$ cat src/rtl/muldiv_sequencer.sv
// RV32M multiply/divide sequencer: radix-2 shift-add multiply, restoring divide.
// Latency: XLEN+2 cycles start-to-done; divide-by-zero / signed overflow take 2.
// Backpressure: none; start is ignored while busy, kill aborts to IDLE at once.
module muldiv_sequencer #(
  parameter int XLEN = 32
) (
  input  logic            clk,
  input  logic            rst_n,
  input  logic            start,
  input  logic [2:0]      funct3,
  input  logic [XLEN-1:0] rs1,
  input  logic [XLEN-1:0] rs2,
  input  logic            kill,
  output logic            busy,
  output logic            done,
  output logic [XLEN-1:0] result
);

  localparam int CW = $clog2(XLEN);

  localparam logic [1:0] S_IDLE = 2'd0;
  localparam logic [1:0] S_CALC = 2'd1;
  localparam logic [1:0] S_FIX  = 2'd2;
  localparam logic [1:0] S_DONE = 2'd3;

  localparam logic [2:0] OP_MUL    = 3'b000;
  localparam logic [2:0] OP_MULH   = 3'b001;
  localparam logic [2:0] OP_MULHSU = 3'b010;
  localparam logic [2:0] OP_MULHU  = 3'b011;
  localparam logic [2:0] OP_DIV    = 3'b100;
  localparam logic [2:0] OP_REM    = 3'b110;

  localparam logic [XLEN-1:0] ONE_X  = {{(XLEN-1){1'b0}}, 1'b1};
  localparam logic [XLEN-1:0] MIN_X  = {1'b1, {(XLEN-1){1'b0}}};
  localparam logic [CW-1:0]   CNT_LD = CW'(XLEN-1);

  // State and datapath registers
  logic [1:0]        state_q,   state_d;
  logic [CW-1:0]     count_q,   count_d;
  logic [2:0]        op_q,      op_d;
  logic              sa_q,      sa_d;      // operand A was negative (signed op)
  logic              sb_q,      sb_d;      // operand B was negative (signed op)
  logic              special_q, special_d; // short path taken
  logic              ovf_q,     ovf_d;     // short path cause: 1=overflow, 0=div by zero
  logic [XLEN-1:0]   mcand_q,   mcand_d;   // |multiplicand| or |divisor|
  logic [2*XLEN-1:0] prod_q,    prod_d;    // {hi,lo} product or {rem,quot}
  logic [XLEN-1:0]   result_q,  result_d;

  // Operand decode at start
  logic            is_div;
  logic            signed_a, signed_b;
  logic            neg_a, neg_b;
  logic [XLEN-1:0] mag_a, mag_b;
  logic            div_zero, div_ovf;

  // Iteration datapath
  logic [XLEN:0]     mul_sum;
  logic [2*XLEN-1:0] mul_next;
  logic [XLEN:0]     div_trial;
  logic [2*XLEN-1:0] div_next;

  // Result selection
  logic [2*XLEN-1:0] prod_signed;
  logic [XLEN-1:0]   quot_mag, rem_mag;
  logic [XLEN-1:0]   fix_val;

  // Decode operation class, operand signedness and the short-path conditions
  always_comb begin
    is_div   = funct3[2];
    signed_a = (funct3 == OP_MULH) || (funct3 == OP_MULHSU) ||
               (funct3 == OP_DIV)  || (funct3 == OP_REM);
    signed_b = (funct3 == OP_MULH) || (funct3 == OP_DIV) || (funct3 == OP_REM);
    neg_a    = signed_a & rs1[XLEN-1];
    neg_b    = signed_b & rs2[XLEN-1];
    mag_a    = neg_a ? (~rs1 + ONE_X) : rs1;
    mag_b    = neg_b ? (~rs2 + ONE_X) : rs2;
    div_zero = is_div && (rs2 == '0);
    div_ovf  = ((funct3 == OP_DIV) || (funct3 == OP_REM)) &&
               (rs1 == MIN_X) && (rs2 == '1);
  end

  // One multiply step (add-if-LSB then shift right) and one restoring divide step
  always_comb begin
    mul_sum   = {1'b0, prod_q[2*XLEN-1:XLEN]} +
                (prod_q[0] ? {1'b0, mcand_q} : {(XLEN+1){1'b0}});
    mul_next  = {mul_sum, prod_q[XLEN-1:1]};
    // Shifted remainder can be XLEN+1 bits wide, so the trial keeps the carry
    div_trial = prod_q[2*XLEN-1:XLEN-1] - {1'b0, mcand_q};
    if (!div_trial[XLEN]) begin
      div_next = {div_trial[XLEN-1:0], prod_q[XLEN-2:0], 1'b1};
    end else begin
      div_next = {prod_q[2*XLEN-2:0], 1'b0};
    end
  end

  // Sign correction and result selection used in FIX
  always_comb begin
    // Unsigned ops never latch a sign, so MUL sees the raw low half here
    prod_signed = (sa_q ^ sb_q) ? (~prod_q + {{(2*XLEN-1){1'b0}}, 1'b1}) : prod_q;
    quot_mag    = prod_q[XLEN-1:0];
    rem_mag     = prod_q[2*XLEN-1:XLEN];
    fix_val     = '0;
    if (special_q) begin
      if (ovf_q) begin
        fix_val = op_q[1] ? '0 : MIN_X;
      end else begin
        // Divide by zero: quotient all-ones, remainder is the raw dividend
        fix_val = op_q[1] ? prod_q[XLEN-1:0] : '1;
      end
    end else begin
      case (op_q)
        OP_MUL:                     fix_val = prod_signed[XLEN-1:0];
        OP_MULH, OP_MULHSU,
        OP_MULHU:                   fix_val = prod_signed[2*XLEN-1:XLEN];
        3'b100, 3'b101:             fix_val = (sa_q ^ sb_q) ? (~quot_mag + ONE_X) : quot_mag;
        default:                    fix_val = sa_q ? (~rem_mag + ONE_X) : rem_mag;
      endcase
    end
  end

  // Next-state logic; kill overrides everything else
  always_comb begin
    state_d   = state_q;
    count_d   = count_q;
    op_d      = op_q;
    sa_d      = sa_q;
    sb_d      = sb_q;
    special_d = special_q;
    ovf_d     = ovf_q;
    mcand_d   = mcand_q;
    prod_d    = prod_q;
    result_d  = result_q;
    if (kill) begin
      state_d = S_IDLE;
      count_d = '0;
    end else begin
      case (state_q)
        S_IDLE: begin
          if (start) begin
            op_d      = funct3;
            sa_d      = neg_a;
            sb_d      = neg_b;
            special_d = div_zero | div_ovf;
            ovf_d     = div_ovf & ~div_zero;
            if (div_zero | div_ovf) begin
              // Keep the raw dividend for REM/REMU by zero
              mcand_d = '0;
              prod_d  = {{XLEN{1'b0}}, rs1};
              count_d = '0;
              state_d = S_FIX;
            end else if (is_div) begin
              mcand_d = mag_b;
              prod_d  = {{XLEN{1'b0}}, mag_a};
              count_d = CNT_LD;
              state_d = S_CALC;
            end else begin
              mcand_d = mag_a;
              prod_d  = {{XLEN{1'b0}}, mag_b};
              count_d = CNT_LD;
              state_d = S_CALC;
            end
          end
        end
        S_CALC: begin
          prod_d = op_q[2] ? div_next : mul_next;
          if (count_q == '0) begin
            state_d = S_FIX;
          end else begin
            count_d = count_q - CW'(1);
          end
        end
        S_FIX: begin
          result_d = fix_val;
          state_d  = S_DONE;
        end
        default: begin
          state_d = S_IDLE;
        end
      endcase
    end
  end

  // Register update with asynchronous reset
  always_ff @(posedge clk or negedge rst_n) begin
    if (!rst_n) begin
      state_q   <= S_IDLE;
      count_q   <= '0;
      op_q      <= '0;
      sa_q      <= 1'b0;
      sb_q      <= 1'b0;
      special_q <= 1'b0;
      ovf_q     <= 1'b0;
      mcand_q   <= '0;
      prod_q    <= '0;
      result_q  <= '0;
    end else begin
      state_q   <= state_d;
      count_q   <= count_d;
      op_q      <= op_d;
      sa_q      <= sa_d;
      sb_q      <= sb_d;
      special_q <= special_d;
      ovf_q     <= ovf_d;
      mcand_q   <= mcand_d;
      prod_q    <= prod_d;
      result_q  <= result_d;
    end
  end

  // Outputs come straight from registers
  assign busy   = (state_q != S_IDLE);
  assign done   = (state_q == S_DONE);
  assign result = result_q;

endmodule

$ cat config.mk
export PLATFORM = sky130hd
export DESIGN_NAME = muldiv_sequencer
export DESIGN_NICKNAME = d
export VERILOG_FILES = /design/src/rtl/muldiv_sequencer.sv
export SDC_FILE = /design/constraint.sdc
export NUM_CORES = 1
export LEC_CHECK = 0
export CAP_MARGIN = 15
export CORE_MARGIN = 2
export CORE_UTILIZATION = 58
export CTS_CLUSTER_DIAMETER = 80
export CTS_CLUSTER_SIZE = 24
export DETAILED_ROUTE_END_ITERATION = 16
export GPL_TIMING_DRIVEN = 0
export HOLD_SLACK_MARGIN = 0.15
export PLACE_DENSITY_LB_ADDON = 0.08
export SYNTH_ARGS = -nofsm -noshare
export SYNTH_HDL_FRONTEND = slang
export SYNTH_SLANG_ARGS = --single-unit
$ cat constraint.sdc
create_clock -name clk -period 4.9 [get_ports clk]
set_clock_uncertainty 0.15 [all_clocks]
set_input_delay 0.98 -clock clk [delete_from_list [all_inputs] [get_ports clk]]
set_output_delay 0.98 -clock clk [all_outputs]
set_load 0.005 [all_outputs]
Word-level counts from Yosys, hierarchy flattened
Index checks and enable logic that the tools add are counted.
{ "word_totals": {"ff_bits": 142, "input_bits": 71, "output_inout_bits": 34, "elab_cells": 100} }
{ "op_classes": {"addsub": 8, "n_eq_ne": 18, "muxes": 29, "n_bitwise": 12, "n_reduce_logical": 23} }
{ "op_table": {"columns": ["op", "count"], "rows": [
  ["$mux 32", 13],
  ["$mux 64", 4],
  ["$add 32x1->32 const B", 4],
  ["$not 32->32", 4],
  ["$pmux 64 s2", 1],
  ["$pmux 32 s3", 1],
  ["$add 64x1->64 const B", 1],
  ["$eq 32x32->1 const B", 2],
  ["$not 64->64", 1],
  ["$add 32x32->33", 1],
  ["$sub 33x32->33", 1],
  ["$logic_not 32->1", 1],
  ["$mux 5", 4],
  ["$eq 3x3->1 const B", 4],
  ["$pmux 5 s2", 1],
  ["$eq 3x2->1 const B", 3],
  ["$ne 3x3->1 const B", 3],
  ["$reduce_and 3->1", 3],
  ["$mux 2", 4],
  ["$eq 3x1->1 const B", 2],
  ["$logic_or 1x1->1", 6],
  ["$pmux 2 s3", 1],
  ["$logic_not 5->1", 1],
  ["$sub 5x1->5 const B", 1],
  ["other kinds (15)", 23]
]} }

Depth between registers and ports, before layout
{ "logic_depth": {"ltp_word": 10, "ltp_mapped": 14, "depth_no_buf": 13} }

Least setup slack after synthesis
Ideal clock, no wire load.
{ "synth_path": {"kind": "input port to flip-flop", "startpoint": "input port rs2[6]", "endpoint": "register prod_q[21]", "setup_ns": 0.128, "arrival_time_ns": 3.354, "t_required_ns": 4.622, "path_slack_ns": 1.268, "stages": 11, "n_path_buf": 2, "cell_sequence": "or4_4 > or4_4 > buf_6 > nor3_4 > nand4b_4 > nand2_4 > nor2_4 > buf_6 > a221o_1 > o21ai_1 > o21ai_1"} }
{ "synth_between": {"elab_chain_len": 7, "word_cells_on_any_way": 12, "classes_between": "1 x add/sub; 1 x eq/ne; 5 x mux; 2 x bitwise; 3 x reduce/logical"} }
{ "synth_rtl": {"columns": ["element", "line", "rtl"], "rows": [
  ["start, declared", "12", "input logic [XLEN-1:0] rs2,"],
  ["$not 32->32", "76", "mag_b = neg_b ? (~rs2 + ONE_X) : rs2;"],
  ["$add 32x1->32", "76", null],
  ["$mux 32", "76", null],
  ["$mux 32", "151", "end else if (is_div) begin"],
  ["$mux 32 *", "145", "if (div_zero | div_ovf) begin"],
  ["$mux 64 *", "139", "if (start) begin"],
  ["$pmux 64 s2 *", "137", "case (state_q)"],
  ["end signal, assigned", "205", "prod_q <= prod_d;"],
  ["end, declared", "46", "logic [2*XLEN-1:0] prod_q, prod_d;"]
]} }
Every way passes the cells marked *; elsewhere a longest branch is shown, timed or not. The select of a mux whose other input is x is not followed.
A chain may end at the register's enable or synchronous reset.

Final worst setup path
{ "layout_path": {"startpoint": "register prod_q[0]", "endpoint": "register result_q[10] (netlist: result[10])"} }
{ "layout_between": {"elab_chain_len": 5, "word_cells_on_any_way": 8, "classes_between": "2 x add/sub; 4 x mux; 2 x bitwise"} }
{ "layout_rtl": {"columns": ["element", "line", "rtl"], "rows": [
  ["$not 64->64 or $not 32->32 (tied branches)", "99, 115", null],
  ["$add 64x1->64 or $add 32x1->32 (tied branches)", "99, 115", null],
  ["$mux 64 or $mux 32 (tied branches)", "99, 115", null],
  ["$pmux 32 s3 *", "111", "case (op_q)"],
  ["$mux 32 *", "103", "if (special_q) begin"],
  ["end signal, assigned", "206", "result_q <= result_d;"],
  ["end, declared", "47", "logic [XLEN-1:0] result_q, result_d;"]
]} }
Every way passes the cells marked *; elsewhere a longest branch is shown, timed or not.

==> flow_metrics.py <==
metrics = {
    "status": {
        "status": "completed",
    },
    "detailed_routing": {
        "drt_iter0_markers": 3194,
        "ant_nets": 0,
        "post_drt_wl_per_cell_um": 26.1,
        "drc": 0,
        "vias": 18264,
        "wl_um": 67600,
        "drtPass1Iterations": 7,
        "viasPerCell": 7.06,
    },
    "cells_and_area": {
        "syn2layout_area_growth_pct": 13.3,
        "final_util_pct": 66.4,
        "fillers": 2336,
        "final_nets": 2382,
        "drive_above_1_share_pct": 4.09,
        "fin_area_um2": 17700,
        "n_antenna_cell": 0,
    },
    "setup_path": {
        "worstPathCellList": "inv_1 > clkbuf_1 > ha_1 > nor4b_2 > and4_1 > nand4_1 > nor2_1 > a21oi_1 > xor2_1 > a222oi_1 > o221ai_1",
        "crit_path_end_kind": "flip-flop",
        "crit_cells": 11,
        "rr_worst_depth": 11,
        "r2r_setup_slack_ps": 220,
        "cpMaxStageDelayCell": "dfrtp_1",
        "r2r-end": "result[10]",
        "crit_required_ps": 5030,
        "critPathTopFamily": "simple AND/OR/NAND/NOR gates",
        "r2r-start": "prod_q[0]",
        "startpoint": "prod_q[0]",
        "critPathBufInv": 2,
        "critPathMaxFanout": 10,
        "cp-start-kind": "flip-flop",
        "critPathMaxStageDelay_ps": 550,
        "path_class": "flip-flop to flip-flop",
        "cp.arrival_ps": 4810,
        "crit_path_end": "result[10]",
    },
    "synthesis": {
        "netlist-cell-type-count": 82,
        "synthCells": 2110,
        "async_reset_ff_share_pct": 100,
        "synth.area.mux_share_pct": 5.05,
        "yosysMostFrequentCell": "nor2_1",
        "synth_top_area_share_pct": 22.7,
        "netlist.top_cell.by_area": "dfrtp_1",
        "yosys.area_share.adder_pct": 6.25,
        "yosys-top-cells-area": "dfrtp_1 23%, ha_1 6.0%, o21ai_0 5.9%",
        "synth_flop_cell": "dfrtp_1",
        "syn_area_per_cell_um2": 7.42,
        "synth-xor-area-share_pct": 10.2,
        "synth-seq-cells": 142,
        "synth_top_family_by_area": "compound AO/OA/AOI/OAI gates",
        "yosys-top-cells-count": "228 x nor2_1, 187 x nand2_1, 185 x o21ai_0, 183 x a21oi_1, 143 x clkbuf_1",
        "synthesis.nets": 2258,
        "yosys.area_share.simple_pct": 21.3,
        "yosysSeqAreaShare_pct": 22.7,
        "syn-cell-area_um2": 15600,
        "synth_edf_count": 0,
        "synth-compound-area-share_pct": 28.4,
        "yosysWarnings": 0,
    },
    "timing": {
        "worst_pin_slew_ps": 1040,
        "max_clock_freq_ghz": 0.214,
        "setup_tns_ps": 0,
        "slew_headroom_pct": 30.0,
        "min_period_ps": 4680,
        "rsz0062_at_grt": "no",
        "setup_violations": 0,
        "drv_slew": 0,
        "finalHoldViolCount": 0,
        "post-route-period-util_pct": 95.5,
        "timing.hold.ws_ps": 292,
    },
    "pwr": {
        "power.leakage_nw": 7.60,
        "power_frac_comb_pct": 74.0,
        "total_power_w": 0.0139,
        "p_sw_w": 0.00795,
        "power_density_nw_per_um2": 787,
        "ir_drop_mv": 0.362,
        "p_int_w": 0.00600,
        "clock_power_share_pct": 9.5,
        "p_seq_share_pct": 16.4,
        "p_sw_share_pct": 57.0,
    },
    "global_route": {
        "grt_pass1_wl_um": 102000,
        "antenna_found_initial": 4,
        "grt_pass1_vias": 17319,
        "track_usage_pct": 47.4,
        "gr-total-overflow": 0,
        "grt_max_degree": 100,
    },
    "placed_design": {
        "gp_congestion": 1.11,
        "placed_cell_area_um2": 17100,
        "io_buffers": 104,
        "hpwl_um": 53000,
    },
    "floorplan": {
        "die_area_um2": 28300,
        "die_w_um": 168,
        "core_um2": 26700,
        "start_util_pct": 58.6,
        "rows": 60,
        "ios": 105,
        "die-height_um": 168,
    },
    "cts": {
        "clock_path_buffers": 2,
        "cts_made_buffers": 17,
        "clk_latency_ps": 460,
        "clock_sinks": 142,
        "cts_tree": "yes",
        "ctsRootBufferMaster": "clkbuf_16",
        "path_clk_slew_ps": 70,
        "cts_max_level": 4,
    },
    "hold_path": {
        "hold_path_class": "input pin to asynchronous set/reset pin",
    },
    "run": {
        "cap_violations": 0,
    },
}
[layout by cell type, fill, tap and decap left out, types with 19 or more instances in the layout]
cell type,netlist,final
nor2_1,228,228
nand2_1,187,187
o21ai_0,185,185
a21oi_1,183,183
clkbuf_1,143,144
dfrtp_1,142,142
clkdlybuf4s50_1,0,103
xnor2_1,93,93
xor2_1,90,90
inv_1,75,75
ha_1,75,75
mux2i_1,62,62
nor3_1,52,52
a21o_1,37,37
nand2b_1,28,28
nand3_1,28,28
a31oi_1,27,27
o221ai_1,25,25
or3_1,24,24
o31ai_1,24,24
o22ai_1,24,24
nor4_1,23,23
a221o_1,19,19
a22oi_1,19,19
[worst min-delay path by stage]
stage / start / to / slack [ps] / depth (start not counted)
after floorplan: mcand_q[2] / mcand_q[2] / 300 / 2
after global placement: mcand_q[27] / mcand_q[27] / 310 / 1
after detailed placement: mcand_q[25] / mcand_q[25] / 320 / 1
after CTS: rst_n / prod_q[45] / 320 / 1
after global routing: rst_n / prod_q[45] / 340 / 1
final: rst_n / prod_q[45] / 290 / 1
[power by group through the flow]
stage	registers [W]	clock network [W]	logic [W]
final	0.00229	0.00133	0.0103
after CTS	0.00224	0.00131	0.00977
after floorplan	0.00205	0	0.00673
after global routing	0.00232	0.00137	0.0109
after global placement	0.00222	0	0.00949
after detailed placement	0.00226	0	0.00969
[sequential cells by signal (all words and copies together) (netlist names)]
name and flops:
sb_q 1, ovf_q 1, op_q 3, state_q 2, count_q 5, prod_q 64, special_q 1, sa_q 1
result 32, mcand_q 32
[layout make-up]
cell class              instances  area, µm²  area share [%]
inverters                      76        285            1.61
clock inverters                14        149           0.840
flip-flops and latches        142       3550            20.0
well taps                     341        427            2.41
plain buffers                 163        656            3.70
clock buffers                  18        429            2.42
repair buffers                105       1070            6.03
multi-input cells            1729      11200            63.0
[stage by stage]
stage,worst slack [ps],cells
2_1_floorplan,1270,2110
4_1_cts,345,2588
5_1_grt,209,2588
6_report,221,2588
3_3_place_gp,-3120,2555
3_5_place_dp,166,2556
[metal layers]
layer | wire length [µm] | track usage, % | up-vias
met2 | 28800 | 72.2 | 1496
met4 | 5620 | 32.6 | 8
met5 | 48 | 0 | -
met3 | 8980 | 12.3 | 345
li1 | - | - | 7955
met1 | 24200 | 58.9 | 8460
[what timing repair did]
item | CTS | global route
setup buffers | 0 | 0
endpoints found under the setup margin | 0 | 6
hold buffers | 0 | 0
resized for setup | 0 | 2
[logic make-up after synthesis]
| group | Yosys count |
|---|---|
| adders and majority gates | 77 |
| AOI/OAI and AO/OA | 700 |
| muxes | 77 |
| xor gates and xnor gates | 183 |
| DFF | 142 |
| and+or+nand+nor | 692 |
| buffers and inverters | 239 |
(Power assumes the default switching activity.)
